[config.mk]
export PLATFORM = sky130hd
export DESIGN_NAME = router_pkt_fifo
export DESIGN_NICKNAME = d
export VERILOG_FILES = /design/src/rtl/router_pkg.sv /design/src/rtl/router_pkt_fifo_mem.sv /design/src/rtl/router_pkt_fifo.sv
export SDC_FILE = /design/constraint.sdc
export NUM_CORES = 1
export LEC_CHECK = 0
export ABC_AREA = 1
export CAP_MARGIN = 0
export CELL_PAD_IN_SITES_DETAIL_PLACEMENT = 0
export CELL_PAD_IN_SITES_GLOBAL_PLACEMENT = 1
export CORE_ASPECT_RATIO = 1.1
export CORE_MARGIN = 5
export CORE_UTILIZATION = 30
export CTS_BUF_LIST = sky130_fd_sc_hd__clkbuf_16
export CTS_CLUSTER_DIAMETER = 120
export DETAILED_ROUTE_END_ITERATION = 7
export PLACE_DENSITY_LB_ADDON = 0.1
export SLEW_MARGIN = 10
export SYNTH_ARGS = -nofsm -noshare
export SYNTH_HDL_FRONTEND = slang
export SYNTH_SLANG_ARGS = --single-unit
[constraint.sdc]
create_clock -name clk -period 3.4 [get_ports clk]
set_clock_uncertainty 0.1 [all_clocks]
set_input_delay 0.68 -clock clk [delete_from_list [all_inputs] [get_ports clk]]
set_output_delay 0.68 -clock clk [all_outputs]
set_load 0.03 [all_outputs]
[src/rtl/router_pkg.sv]
// Shared constants for the router output-channel FIFO: default geometry,
// header length-field position and the location of the packet tag bit.
package router_pkg;

    localparam int DEF_WIDTH      = 8;
    localparam int DEF_DEPTH      = 16;
    localparam int DEF_AFULL_LVL  = 14;
    localparam int DEF_AEMPTY_LVL = 2;

    // Header word layout: [WIDTH-1:LEN_LSB] is the payload length.
    localparam int LEN_LSB = 2;

    // The lfd tag is stored one bit above the data byte in each entry.
    function automatic int tag_bit(input int width);
        return width;
    endfunction

endpackage

[src/rtl/router_pkt_fifo_mem.sv]
// Simple dual-port register array: one write port and one registered read port.
// The storage itself is not reset; only the read register is cleared.
module router_pkt_fifo_mem #(
    parameter int WIDTH  = 9,
    parameter int DEPTH  = 16,
    parameter int ADDR_W = $clog2(DEPTH)
) (
    input  logic              clk,
    input  logic              resetn,
    input  logic              i_clr,
    input  logic              i_wr_en,
    input  logic [ADDR_W-1:0] i_wr_addr,
    input  logic [WIDTH-1:0]  i_wr_data,
    input  logic              i_rd_en,
    input  logic [ADDR_W-1:0] i_rd_addr,
    output logic [WIDTH-1:0]  o_rd_data
);

    logic [WIDTH-1:0] r_mem [DEPTH];
    logic [WIDTH-1:0] r_rd_data;

    // Write port: storage contents survive reset.
    always_ff @(posedge clk) begin
        if (i_wr_en) begin
            r_mem[i_wr_addr] <= i_wr_data;
        end
    end

    // Read port: the register holds its value between reads.
    always_ff @(posedge clk or negedge resetn) begin
        if (!resetn) begin
            r_rd_data <= '0;
        end else if (i_clr) begin
            r_rd_data <= '0;
        end else if (i_rd_en) begin
            r_rd_data <= r_mem[i_rd_addr];
        end
    end

    assign o_rd_data = r_rd_data;

endmodule

[src/rtl/router_pkt_fifo.sv]
// Packet-aware FIFO for a router output channel. Tracks fill level with its
// own counter, exposes watermark and sticky error flags, and counts bytes of
// each packet on the read side so the parity byte raises pkt_done.
module router_pkt_fifo
    import router_pkg::*;
#(
    parameter int WIDTH      = DEF_WIDTH,
    parameter int DEPTH      = DEF_DEPTH,
    parameter int AFULL_LVL  = DEF_AFULL_LVL,
    parameter int AEMPTY_LVL = DEF_AEMPTY_LVL
) (
    input  logic                   clk,
    input  logic                   resetn,
    input  logic                   soft_reset,
    input  logic                   write_enb,
    input  logic                   read_enb,
    input  logic                   lfd_state,
    input  logic [WIDTH-1:0]       datain,
    output logic [WIDTH-1:0]       dataout,
    output logic                   data_valid,
    output logic                   full,
    output logic                   empty,
    output logic                   almost_full,
    output logic                   almost_empty,
    output logic [$clog2(DEPTH):0] fill_level,
    output logic                   overflow,
    output logic                   underflow,
    output logic                   pkt_done
);

    localparam int ADDR_W = $clog2(DEPTH);
    localparam int CNT_W  = ADDR_W + 1;
    localparam int PKT_W  = WIDTH - 1;
    localparam int LEN_W  = WIDTH - LEN_LSB;
    localparam int TAG    = tag_bit(WIDTH);

    localparam logic [CNT_W-1:0] FILL_FULL   = CNT_W'(DEPTH);
    localparam logic [CNT_W-1:0] FILL_AFULL  = CNT_W'(AFULL_LVL);
    localparam logic [CNT_W-1:0] FILL_AEMPTY = CNT_W'(AEMPTY_LVL);

    logic [ADDR_W-1:0] r_wr_ptr;
    logic [ADDR_W-1:0] r_rd_ptr;
    logic [CNT_W-1:0]  r_fill;
    logic              r_dv;
    logic              r_ovf;
    logic              r_unf;
    logic [PKT_W-1:0]  r_pkt_cnt;

    logic              w_do_wr;
    logic              w_do_rd;
    logic [WIDTH:0]    w_rd_word;
    logic              w_rd_tag;
    logic [LEN_W-1:0]  w_len;

    // A read frees a slot in the same cycle, so a write at full is still
    // accepted when paired with a read. Reads never fall through from empty.
    assign w_do_wr = write_enb && (!full || read_enb) && !soft_reset;
    assign w_do_rd = read_enb && !empty && !soft_reset;

    router_pkt_fifo_mem #(
        .WIDTH (WIDTH + 1),
        .DEPTH (DEPTH),
        .ADDR_W(ADDR_W)
    ) u_mem (
        .clk      (clk),
        .resetn   (resetn),
        .i_clr    (soft_reset),
        .i_wr_en  (w_do_wr),
        .i_wr_addr(r_wr_ptr),
        .i_wr_data({lfd_state, datain}),
        .i_rd_en  (w_do_rd),
        .i_rd_addr(r_rd_ptr),
        .o_rd_data(w_rd_word)
    );

    // Pointers, fill count, read-valid strobe and sticky error flags.
    always_ff @(posedge clk or negedge resetn) begin
        if (!resetn) begin
            r_wr_ptr <= '0;
            r_rd_ptr <= '0;
            r_fill   <= '0;
            r_dv     <= 1'b0;
            r_ovf    <= 1'b0;
            r_unf    <= 1'b0;
        end else if (soft_reset) begin
            r_wr_ptr <= '0;
            r_rd_ptr <= '0;
            r_fill   <= '0;
            r_dv     <= 1'b0;
            r_ovf    <= 1'b0;
            r_unf    <= 1'b0;
        end else begin
            if (w_do_wr) begin
                r_wr_ptr <= r_wr_ptr + 1'b1;
            end
            if (w_do_rd) begin
                r_rd_ptr <= r_rd_ptr + 1'b1;
            end
            case ({w_do_wr, w_do_rd})
                2'b10:   r_fill <= r_fill + 1'b1;
                2'b01:   r_fill <= r_fill - 1'b1;
                default: r_fill <= r_fill;
            endcase
            r_dv <= w_do_rd;
            if (write_enb && full && !read_enb) begin
                r_ovf <= 1'b1;
            end
            if (read_enb && empty) begin
                r_unf <= 1'b1;
            end
        end
    end

    assign w_rd_tag = w_rd_word[TAG];
    assign w_len    = w_rd_word[WIDTH-1:LEN_LSB];

    // Packet byte counter, advanced by each word as it appears on dataout.
    // A header (re)loads length+1 so the parity byte is the final count.
    always_ff @(posedge clk or negedge resetn) begin
        if (!resetn) begin
            r_pkt_cnt <= '0;
        end else if (soft_reset) begin
            r_pkt_cnt <= '0;
        end else if (r_dv) begin
            if (w_rd_tag) begin
                r_pkt_cnt <= PKT_W'(w_len) + 1'b1;
            end else if (r_pkt_cnt != '0) begin
                r_pkt_cnt <= r_pkt_cnt - 1'b1;
            end
        end
    end

    assign dataout      = w_rd_word[WIDTH-1:0];
    assign data_valid   = r_dv;
    assign fill_level   = r_fill;
    assign full         = (r_fill == FILL_FULL);
    assign empty        = (r_fill == '0);
    assign almost_full  = (r_fill >= FILL_AFULL);
    assign almost_empty = (r_fill <= FILL_AEMPTY);
    assign overflow     = r_ovf;
    assign underflow    = r_unf;
    assign pkt_done     = r_dv && !w_rd_tag && (r_pkt_cnt == PKT_W'(1));

endmodule
Yosys cells after proc, flatten, opt, wreduce, memory -nomap -nowiden
Memories as Yosys holds them, arrays and structs flattened.
Index checks and enable logic that the tools add are counted.
- equal/unequal tests: 4
- reduce and logical (&&, ||, !) cells: 25
- add/subtract/negate cells: 6
- muxes and demuxes: 19
- order comparisons: 2
- operators by type and width (operator ; count):
    7-bit 2-to-1 mux ; 4
    9-bit 2-to-1 mux ; 2
    4-bit 2-to-1 mux ; 4
    5-bit case mux with 2 select lines ; 1
    2-bit nonzero test ; 5
    1-bit logical AND ; 9
    4-bit by 1-bit adder with 4-bit output, second input constant ; 2
    6-bit by 1-bit adder with 7-bit output, second input constant ; 1
    7-bit by 1-bit equality test with 1-bit output, second input constant ; 1
    1-bit 2-to-1 mux ; 7
    7-bit nonzero test ; 1
    7-bit by 1-bit subtractor with 7-bit output, second input constant ; 1
    3-bit nonzero test ; 2
    5-bit by 1-bit adder with 5-bit output, second input constant ; 1
    5-bit equality test, second input constant ; 1
    5-bit by 4-bit >= comparator with 1-bit output, second input constant ; 1
    5-bit by 2-bit less-or-equal comparator with 1-bit output, second input constant ; 1
    1-bit zero test ; 5
    5-bit zero test ; 1
    5-bit 2-to-1 mux ; 1
    5-bit by 1-bit subtractor with 5-bit output, second input constant ; 1
    2-bit by 1-bit equality test with 1-bit output, second input constant ; 1
    2-bit equality test, second input constant ; 1
    2-bit AND reduction ; 1
    1-bit logical OR ; 1
- RAM bits: 144
- register bits after elaboration: 32
- input port bits: 14
- memories: 1
- memories (name ; depth ; width ; rd ports ; clocked after memory_dff ; write ports ; line ; RTL):
    u_mem.r_mem ; 16 ; 9 ; 1 ; 0 ; 1 ; router_pkt_fifo_mem.sv:19 ; logic [WIDTH-1:0] r_mem [DEPTH];

Depth between registers and ports, before layout
Gate-level depths: netlist of run 1.
- word-level depth: 8
- mapped depth: 14
- mapped depth without buffers: 14

Cells and area by module
Synthesis of run 1 repeated with hierarchy kept, for this count alone.
- cells, all modules: 844
- area total of the unflattened synthesis: 8116.5 um^2
- modules (own cells, without submodules) (module ; instances ; cells each ; sequential area each (um^2) ; area each (um^2)):
    router_pkt_fifo_mem ; 1 ; 644 ; 4549.4 ; 6643.9
    router_pkt_fifo ; 1 ; 200 ; 575.6 ; 1472.7

Worst setup path after synthesis of run 1
OpenSTA, ideal clock, no wires.
- path type: reg2out
- start: reg r_fill[0], in the netlist fill_level[0]
- end: out almost_empty
- path buffers: 0
- path slack: 0.434 ns
- stages on the path, launching flop included: 2
- data arrival time: 2.186 ns
- required time: 2.620 ns
- cells stage by stage: dfrtp_1 -> a2111oi_0
- longest elaborated chain between the ends: 1
- RTL lines (item ; line ; RTL):
    start: declaration ; router_pkt_fifo.sv:43 ; logic [CNT_W-1:0] r_fill;
    start signal: assignment ; router_pkt_fifo.sv:100 ; 2'b10: r_fill <= r_fill + 1'b1;
    start signal: assignment ; router_pkt_fifo.sv:101 ; 2'b01: r_fill <= r_fill - 1'b1;
    start signal: assignment ; router_pkt_fifo.sv:102 ; default: r_fill <= r_fill;
    5-bit by 2-bit less-or-equal comparator with 1-bit output ; router_pkt_fifo.sv:139 ; assign almost_empty = (r_fill <= FILL_AEMPTY);
    end: declaration ; router_pkt_fifo.sv:24 ; output logic almost_empty,
No other way between the ends.

Final worst setup path of run 1
Same ends and word-level chain as after synthesis.

==> results.yml, run 1 <==
status:
  status: "finished, final reports clean"
layout:
  multiInputGateArea_um2: 2066
  nets: 718
  seqCellArea_um2: 5126
  n_fill_cell: 2466
  finalNonFillerCells: 1017
  area_growth_pct: 17.38
  antenna_cells: 0
  drive_gt1_frac: 0.1033
timing:
  setup_tns_ps: 0
  worstMarginPinSlew_ps: 834.1
  maxSlewViolCount: 0
  layout_min_cycle_time_ps: 2894
  report.final.setup_viol: 0
  hold_viol: 0
  slew_headroom: 0.4422
  worst_slack_ps: 505.9
  period_share: 0.8512
  max_freq_mhz: 345.5
  rsz0062_at_grt: "no"
synth:
  ys_seq_area_frac: 0.6806
  synth_top_family_by_area: "simple AND/OR/NAND/NOR gates"
  synth_area_um2: 7530
  synthCells: 652
  yosysTopAreaCellShare: 0.5743
  avgSynthCellArea_um2: 11.55
  synth_nets: 676
  synth_adder_area_share: 0.01662
  yosysWarnings: 0
  dominantRegCellSynth: "edfxtp_1"
  async_reset_ff_frac: 0.1818
  synth_seq_cells: 176
  yosys.area.top_type: "edfxtp_1"
  synth_area_leaders: "edfxtp_1, dfrtp_1, o21ai_0, nor2_1, nand2_1"
  synth_cell_type_count: 39
  synth-simple-area-share: 0.1279
  synth_compound_area_frac: 0.1275
  synthXorXnorAreaFrac: 0.002326
  synth_edf_count: 144
  muxShareOfSynthArea: 0
routing:
  firstDrtPassIters: 6
  drtIter0Drc: 393
  num_vias: 5115
  wl_per_cell_um: 20.20
  routed_wl_um: 20550
  drc: 0
  vias_per_cell: 5.029
  postRouteAntennaNets: 0
critical_path:
  required_ps: 2620
  arrival_ps: 2110
  critical_path.max_stage_delay_ps: 750
  crit_type: "reg2out"
  start_kind: "register"
  cp_top_family: "buffers and inverters"
  cpMaxStageDelayCell: "clkdlybuf4s50_1"
  worst_setup_path_end_kind: "output pin"
  critPathBufInv: 1
  r2r_slack_ps: 960
  cp_cell_sequence: "a2111oi_0 > clkdlybuf4s50_1"
  path_max_fanout: 8
clock_network:
  htree_num_levels: 4
  cts.sinks: 176
  cts_resized: 0
  cts_made_buffers: 17
  cts_max_path_buffers: 2
  clk_pin_slew_ps: 70
  cts_tree: "built"
  cts_hold_buf: 0
  clkLatencyLatePin_ps: 420
  cts_setup_buffers: 0
  cts-root-buf: "clkbuf_16"
grt:
  grt_pass1_wl_um: 31860
  overflow: 0
  grt_pass1_vias: 5209
  grt_max_degree: 64
  antenna_found_initial: 0
  grt_usage: 0.1487
power_and_ir_drop:
  ir_worst_vdd_mv: 0.2932
  leakagePower_nw: 3.219
  p_per_area_nw_per_um2: 730.3
worst_hold_path:
  hp-class: "in2async"
place:
  gp_congestion: 0.7915
  preCtsSetupSlack_ps: 495.4
  io_buffers: 34
  dpl.hpwl_um: 13810
  placed_cells: 985
floorplanning:
  num_rows: 60
  die_h_um: 176.2
  dieWidth_um: 161.1
  initial_core_util: 0.3058
  fp.coreArea_um2: 24620
  design.die.area_um2: 28370
  pin_count: 35
job:
  maxCapViolCount: 0
[path summary, 6_finish.rpt]
path	from	end	depth (start not counted)
min in group clk	underflow	underflow	2
hold / removal	resetn	r_pkt_cnt[4]	1
setup reg to reg	r_rd_ptr[0]	u_mem.o_rd_data[3]	6
max in group asynchronous	resetn	r_rd_ptr[0]	1
setup / recovery	fill_level[0]	almost_empty	2
hold reg to reg	underflow	underflow	2
[where the power goes]
| part | internal [W] | switching [W] | total [W] | leakage, nW |
|---|---|---|---|---|
| sequential | 0.00245 | 0.000143 | 0.00259 | 1.73 |
| clock | 0.00108 | 0.000831 | 0.00191 | 0.278 |
| combinational | 0.000629 | 0.00132 | 0.00195 | 1.21 |
| total | 0.00416 | 0.00229 | 0.00645 | 3.22 |
[per-stage QoR]
step	hold slack [ps]	power, W	utilization	instance area (µm²)
final	240.4	0.006454	0.3589	8838
after global routing	288.8	0.006853	0.3589	8838
after CTS	260.9	0.006549	0.3589	8838
after detailed placement	387.1	0.004633	0.3357	8267
after global placement	396.1	0.004651	0.3357	8267
after floorplan	284.4	0.003935	-	7530
[logic make-up after synthesis]
group | count (synthesis)
flops | 176
compound gates | 164
simple gates | 223
xor+xnor | 2
buf+inv | 77
fa+ha+maj | 10
[worst reg2reg max path: cells and delay by family (launching register included)]
kind / cells / cell delay [ps]
flops: 1 / 380
buf+inv: 1 / 490
simple gates: 3 / 730
compound gates: 2 / 630
[placed cells by master, fill, tap and decap left out, drive strengths merged]
master	instances
edfxtp	144
nor2	97
o21ai	87
nand2	82
inv	43
o22ai	35
nand3	35
clkdlybuf4s50	33
dfrtp	32
buf	28
a21oi	21
clkbuf	17
o221ai	15
ha	10
clkinv	6
nor3	4
clkinvlp	3
nand4	3
a31oi	2
bufinv	2
nor4	1
a2111oi	1
xnor2	1
o31ai	1
a21o	1
nand3b	1
o21bai	1
xor2	1
[final cells by class]
cell class,count,share of cell area
clock buffer,17,0.04813
timing repair buffer,61,0.06087
clock inverter,15,0.01656
tap,310,0.04388
sequential,176,0.5800
inverter,39,0.01685
multi-input combinational,399,0.2337
[registers in the layout, summed over array words and instances (netlist names)]
name             flops
data_valid           1
fill_level           5
overflow             1
r_pkt_cnt            7
r_rd_ptr             4
r_wr_ptr             4
u_mem.o_rd_data      9
u_mem.r_mem        144
underflow            1
[cells in the mapped netlist (all sizes together) (2+ instances only)]
cell    number
nor3         4
o221ai      15
inv         38
o21ai       87
ha          10
o22ai       35
buf         22
nand3       35
nand2       82
dfrtp       32
edfxtp     144
nand4        3
a21oi       21
nor2        97
clkbuf      16
a31oi        2
[metal layers]
layer / wire (µm) / GRT usage
met1: 9506 / 0.2013
met2: 9967 / 0.2460
met3: 810 / 0.02965
met4: 259 / 0.03910
met5: 0 / 0
(Power assumes the default switching activity.)
==> inputs of run 2 (changes only) <==
--- a/config.mk
+++ b/config.mk
@@ -15,7 +15,7 @@
 export CTS_BUF_LIST = sky130_fd_sc_hd__clkbuf_16
 export CTS_CLUSTER_DIAMETER = 120
 export DETAILED_ROUTE_END_ITERATION = 7
-export PLACE_DENSITY_LB_ADDON = 0.1
+export PLACE_DENSITY = 0.6
 export SLEW_MARGIN = 10
 export SYNTH_ARGS = -nofsm -noshare
 export SYNTH_HDL_FRONTEND = slang
==> results.yml, run 2 (synthesis gave the netlist of run 1 again) <==
place:
  preCtsSetupSlack_ps: 528.5
  gp_congestion: 0.8340
  dpl.hpwl_um: 13400
  place_area_um2: 8257
  io_buffers: 34
routing:
  drtIter0Drc: 397
  firstDrtPassIters: 5
  vias_per_cell: 5.062
  postRouteAntennaNets: 0
  num_vias: 5133
  routed_wl_um: 19570
  wl_per_cell_um: 19.30
  drc: 0
critical_path:
  critical_path.max_stage_delay_ps: 720
  start_kind: "register"
  crit_type: "reg2out"
  required_ps: 2620
  cp_cell_sequence: "inv_1 > ha_1 > nand2_1 > nor4_1 > clkdlybuf4s50_1"
  arrival_ps: 2130
  cpMaxStageDelayCell: "clkdlybuf4s50_1"
  path_max_fanout: 4
  worst_setup_path_end_kind: "output pin"
floorplanning:
  pin_count: 35
  fp.coreArea_um2: 24620
  design.die.area_um2: 28370
  die_h_um: 176.2
  dieWidth_um: 161.1
  num_rows: 60
  initial_core_util: 0.3058
timing:
  worstMarginPinSlew_ps: 858.5
  worst_slack_ps: 487.7
  layout_min_cycle_time_ps: 2912
  slew_headroom: 0.4258
  period_share: 0.8566
  rsz0062_at_grt: "no"
  report.final.setup_viol: 0
  max_freq_mhz: 343.4
  maxSlewViolCount: 0
  hold_viol: 0
  fin_hold_ws_ps: 409.8
  setup_tns_ps: 0
clock_network:
  clk_pin_slew_ps: 70
  clkLatencyLatePin_ps: 430
  cts_made_buffers: 17
  cts_resized: 0
  cts_max_path_buffers: 2
  htree_num_levels: 4
  cts-root-buf: "clkbuf_16"
  cts_tree: "built"
  cts.sinks: 176
  cts_hold_buf: 0
  cts_setup_buffers: 0
grt:
  grt_max_degree: 42
  antenna_found_initial: 0
  overflow: 0
  grt_pass1_wl_um: 30070
  grt_pass1_vias: 5332
  grt_usage: 0.1413
worst_hold_path:
  hp-class: "reg2reg"
layout:
  fin_area_um2: 8841
  drive_gt1_frac: 0.1009
  final_cell_mix: "edfxtp_1, nor2_1, o21ai_0"
  final_common_cell: "edfxtp_1"
  nets: 716
  utilization: 0.3590
  regMostFlops: "u_mem.r_mem"
  area_growth_pct: 17.41
  largest_reg_flops: 144
  antenna_cells: 0
job:
  maxCapViolCount: 0
power_and_ir_drop:
  ir_worst_vdd_mv: 0.3466
  leakagePower_nw: 3.222
  p_per_area_nw_per_um2: 731.7
status:
  status: "finished, final reports clean"
run 2: changes by cell type in the layout (fill, tap and decap cells not counted), sizes merged:
cell,delta
buf,-3
clkinv,-1
clkinvlp,-2
inv,+2
clkdlybuf4s50,+1
run 2: metrics by stage:
step,power [W],instances
floorplan,0.003935,652
global placement,0.004584,983
detailed placement,0.004600,983
CTS,0.006532,1014
global route,0.006835,1014
finish,0.006469,1014
run 2: final timing paths:
check	start	end	slack, ps	cells past startpoint
setup / recovery	r_pkt_cnt[1]	pkt_done	490	5
hold / removal	overflow	overflow	410	2
setup reg to reg	r_rd_ptr[0]	u_mem.o_rd_data[8]	990	8
hold reg to reg	overflow	overflow	410	2
max in group asynchronous	resetn	r_rd_ptr[0]	2300	2
min in group asynchronous	resetn	r_pkt_cnt[4]	570	2
run 2: layout make-up:
class / count / area (µm²)
timing repair buffer: 59 / 528.0
multi-input combinational: 399 / 2066
clock buffer: 17 / 425.4
clock inverter: 14 / 158.9
fill: 2423 / 15780
sequential: 176 / 5126
tap: 310 / 387.9
inverter: 39 / 148.9
run 2: worst max-delay path, delay by kind of cell (launching register included):
kind          cells  cell delay (ps)
flops             1              360
buf+inv           2              830
simple gates      2              310
fa+ha+maj         1              220
run 2: routing by layer:
metal | wire length, µm | vias up | global-route usage | share of wire
met5 | 0 | - | 0 | 0
met4 | 442 | 0 | 0.04621 | 0.023
met3 | 766 | 32 | 0.03245 | 0.039
met2 | 10020 | 122 | 0.2523 | 0.51
met1 | 8338 | 2561 | 0.1688 | 0.43
li1 | - | 2418 | - | -
run 2: report_power, final:
part / internal, W / switching [W]
combinational: 0.000632 / 0.00128
sequential: 0.00245 / 0.000174
clock: 0.00109 / 0.000834
==> inputs of run 3 (changes only) <==
--- a/config.mk
+++ b/config.mk
@@ -11,11 +11,11 @@
 export CELL_PAD_IN_SITES_GLOBAL_PLACEMENT = 1
 export CORE_ASPECT_RATIO = 1.1
 export CORE_MARGIN = 5
-export CORE_UTILIZATION = 30
+export CORE_UTILIZATION = 52
 export CTS_BUF_LIST = sky130_fd_sc_hd__clkbuf_16
 export CTS_CLUSTER_DIAMETER = 120
 export DETAILED_ROUTE_END_ITERATION = 7
-export PLACE_DENSITY = 0.6
+export PLACE_DENSITY_LB_ADDON = 0.1
 export SLEW_MARGIN = 10
 export SYNTH_ARGS = -nofsm -noshare
 export SYNTH_HDL_FRONTEND = slang
==> results.yml, run 3 (synthesis gave the netlist of run 1 again) <==
floorplanning:
  initial_core_util: 0.5254
  pin_count: 35
  die_h_um: 136.2
  dieWidth_um: 124.7
  design.die.area_um2: 16990
  fp.coreArea_um2: 14330
  num_rows: 46
layout:
  final_common_cell: "edfxtp_1"
  utilization: 0.6090
  area_growth_pct: 15.92
  nets: 714
  drive_gt1_frac: 0.1010
  seqCellArea_um2: 5126
  antenna_cells: 0
  multiInputGateArea_um2: 2066
  largest_reg_flops: 144
  n_fill_cell: 1162
  final_cell_mix: "edfxtp_1, nor2_1, o21ai_0"
  regMostFlops: "u_mem.r_mem"
  finalNonFillerCells: 895
timing:
  layout_min_cycle_time_ps: 2909
  maxSlewViolCount: 0
  hold_viol: 0
  period_share: 0.8556
  slew_headroom: 0.4460
  rsz0062_at_grt: "no"
  fin_hold_ws_ps: 413.6
  report.final.setup_viol: 0
  max_freq_mhz: 343.7
  worstMarginPinSlew_ps: 828.4
  setup_tns_ps: 0
routing:
  postRouteAntennaNets: 0
  vias_per_cell: 5.770
  drtIter0Drc: 482
  drc: 0
  num_vias: 5164
  wl_per_cell_um: 20.69
  routed_wl_um: 18520
  firstDrtPassIters: 7
place:
  gp_congestion: 0.8968
  dpl.hpwl_um: 12330
  io_buffers: 34
  placed_cells: 863
critical_path:
  r2r_start: "r_rd_ptr[0]"
  worst_setup_path_end_kind: "output pin"
  cp-startpoint: "r_pkt_cnt[1]"
  start_kind: "register"
  crit_end: "pkt_done"
  r2r_slack_ps: 990
  path_max_fanout: 4
  rr_endpoint: "u_mem.o_rd_data[5]"
  reg2reg_depth: 7
  arrival_ps: 2130
  required_ps: 2620
  crit_type: "reg2out"
clock_network:
  cts_setup_buffers: 0
  clkLatencyLatePin_ps: 420
  htree_num_levels: 4
  cts_tree: "built"
  cts_resized: 0
  cts_max_path_buffers: 2
  cts-root-buf: "clkbuf_16"
  cts_made_buffers: 17
  clk_pin_slew_ps: 70
  cts.sinks: 176
  cts_hold_buf: 0
grt:
  antenna_found_initial: 0
  grt_pass1_vias: 5233
  grt_usage: 0.2271
  grt_max_degree: 64
  overflow: 0
  grt_pass1_wl_um: 29060
power_and_ir_drop:
  p_per_area_nw_per_um2: 757.6
  ir_worst_vdd_mv: 0.4316
  leakagePower_nw: 3.223
  total_power_w: 0.006613
worst_hold_path:
  hp-class: "reg2reg"
job:
  maxCapViolCount: 0
status:
  status: "finished, final reports clean"
==> run 3: cell types whose count changed in the layout (fill, tap and decap cells not counted) <==
cell | before | now
clkinv_4 | 4 | 2
buf_4 | 25 | 23
inv_1 | 34 | 33
inv_8 | 2 | 1
bufinv_16 | 2 | 4
clkinvlp_4 | 1 | 4
==> run 3: worst min-delay path by stage <==
stage / start / to / slack (ps) / depth (start not counted)
5_1_grt: overflow / overflow / 450 / 2
4_1_cts: underflow / underflow / 420 / 2
3_3_place_gp: underflow / underflow / 380 / 2
3_5_place_dp: u_mem.o_rd_data[1] / u_mem.o_rd_data[1] / 400 / 2
2_1_floorplan: resetn / data_valid / 280 / 0
6_report: underflow / underflow / 410 / 2
==> run 3: where the power goes <==
part / internal [W] / switching, W
clock network: 0.00124 / 0.000824
registers: 0.00245 / 0.000136
logic: 0.000619 / 0.00134
total: 0.00431 / 0.00230
==> run 3: critical path, stage by stage (launching register included) <==
cell and delay [ps]:
dfrtp_1 370, inv_1 110, ha_1 160, nand2_1 50, nor4_1 280, clkdlybuf4s50_1 730
==> run 3: layout make-up <==
| type | count | share of cell area |
|---|---|---|
| Tap cell | 192 | 0.02752 |
| Sequential cell | 176 | 0.5873 |
| Clock inverter | 15 | 0.02394 |
| Multi-Input combinational cell | 399 | 0.2367 |
| Inverter | 39 | 0.01706 |
| Timing Repair Buffer | 57 | 0.05877 |
| Clock buffer | 17 | 0.04874 |
==> run 3: routing by layer <==
metal,vias to the layer above,share of wire,global-route usage,wire length [µm]
met2,206,0.48,0.3798,8978
met3,26,0.071,0.05776,1320
met5,-,0,0,0
met1,2508,0.42,0.2933,7803
met4,0,0.023,0.07430,420
li1,2424,-,-,-
==> run 3: through the flow <==
step | setup slack [ps] | cell area [µm²]
CTS | 467.4 | 8728
floorplan | 434.0 | 7530
global route | 375.4 | 8728
global placement | 644.9 | 8094
detailed placement | 565.8 | 8094
finish | 490.8 | 8728
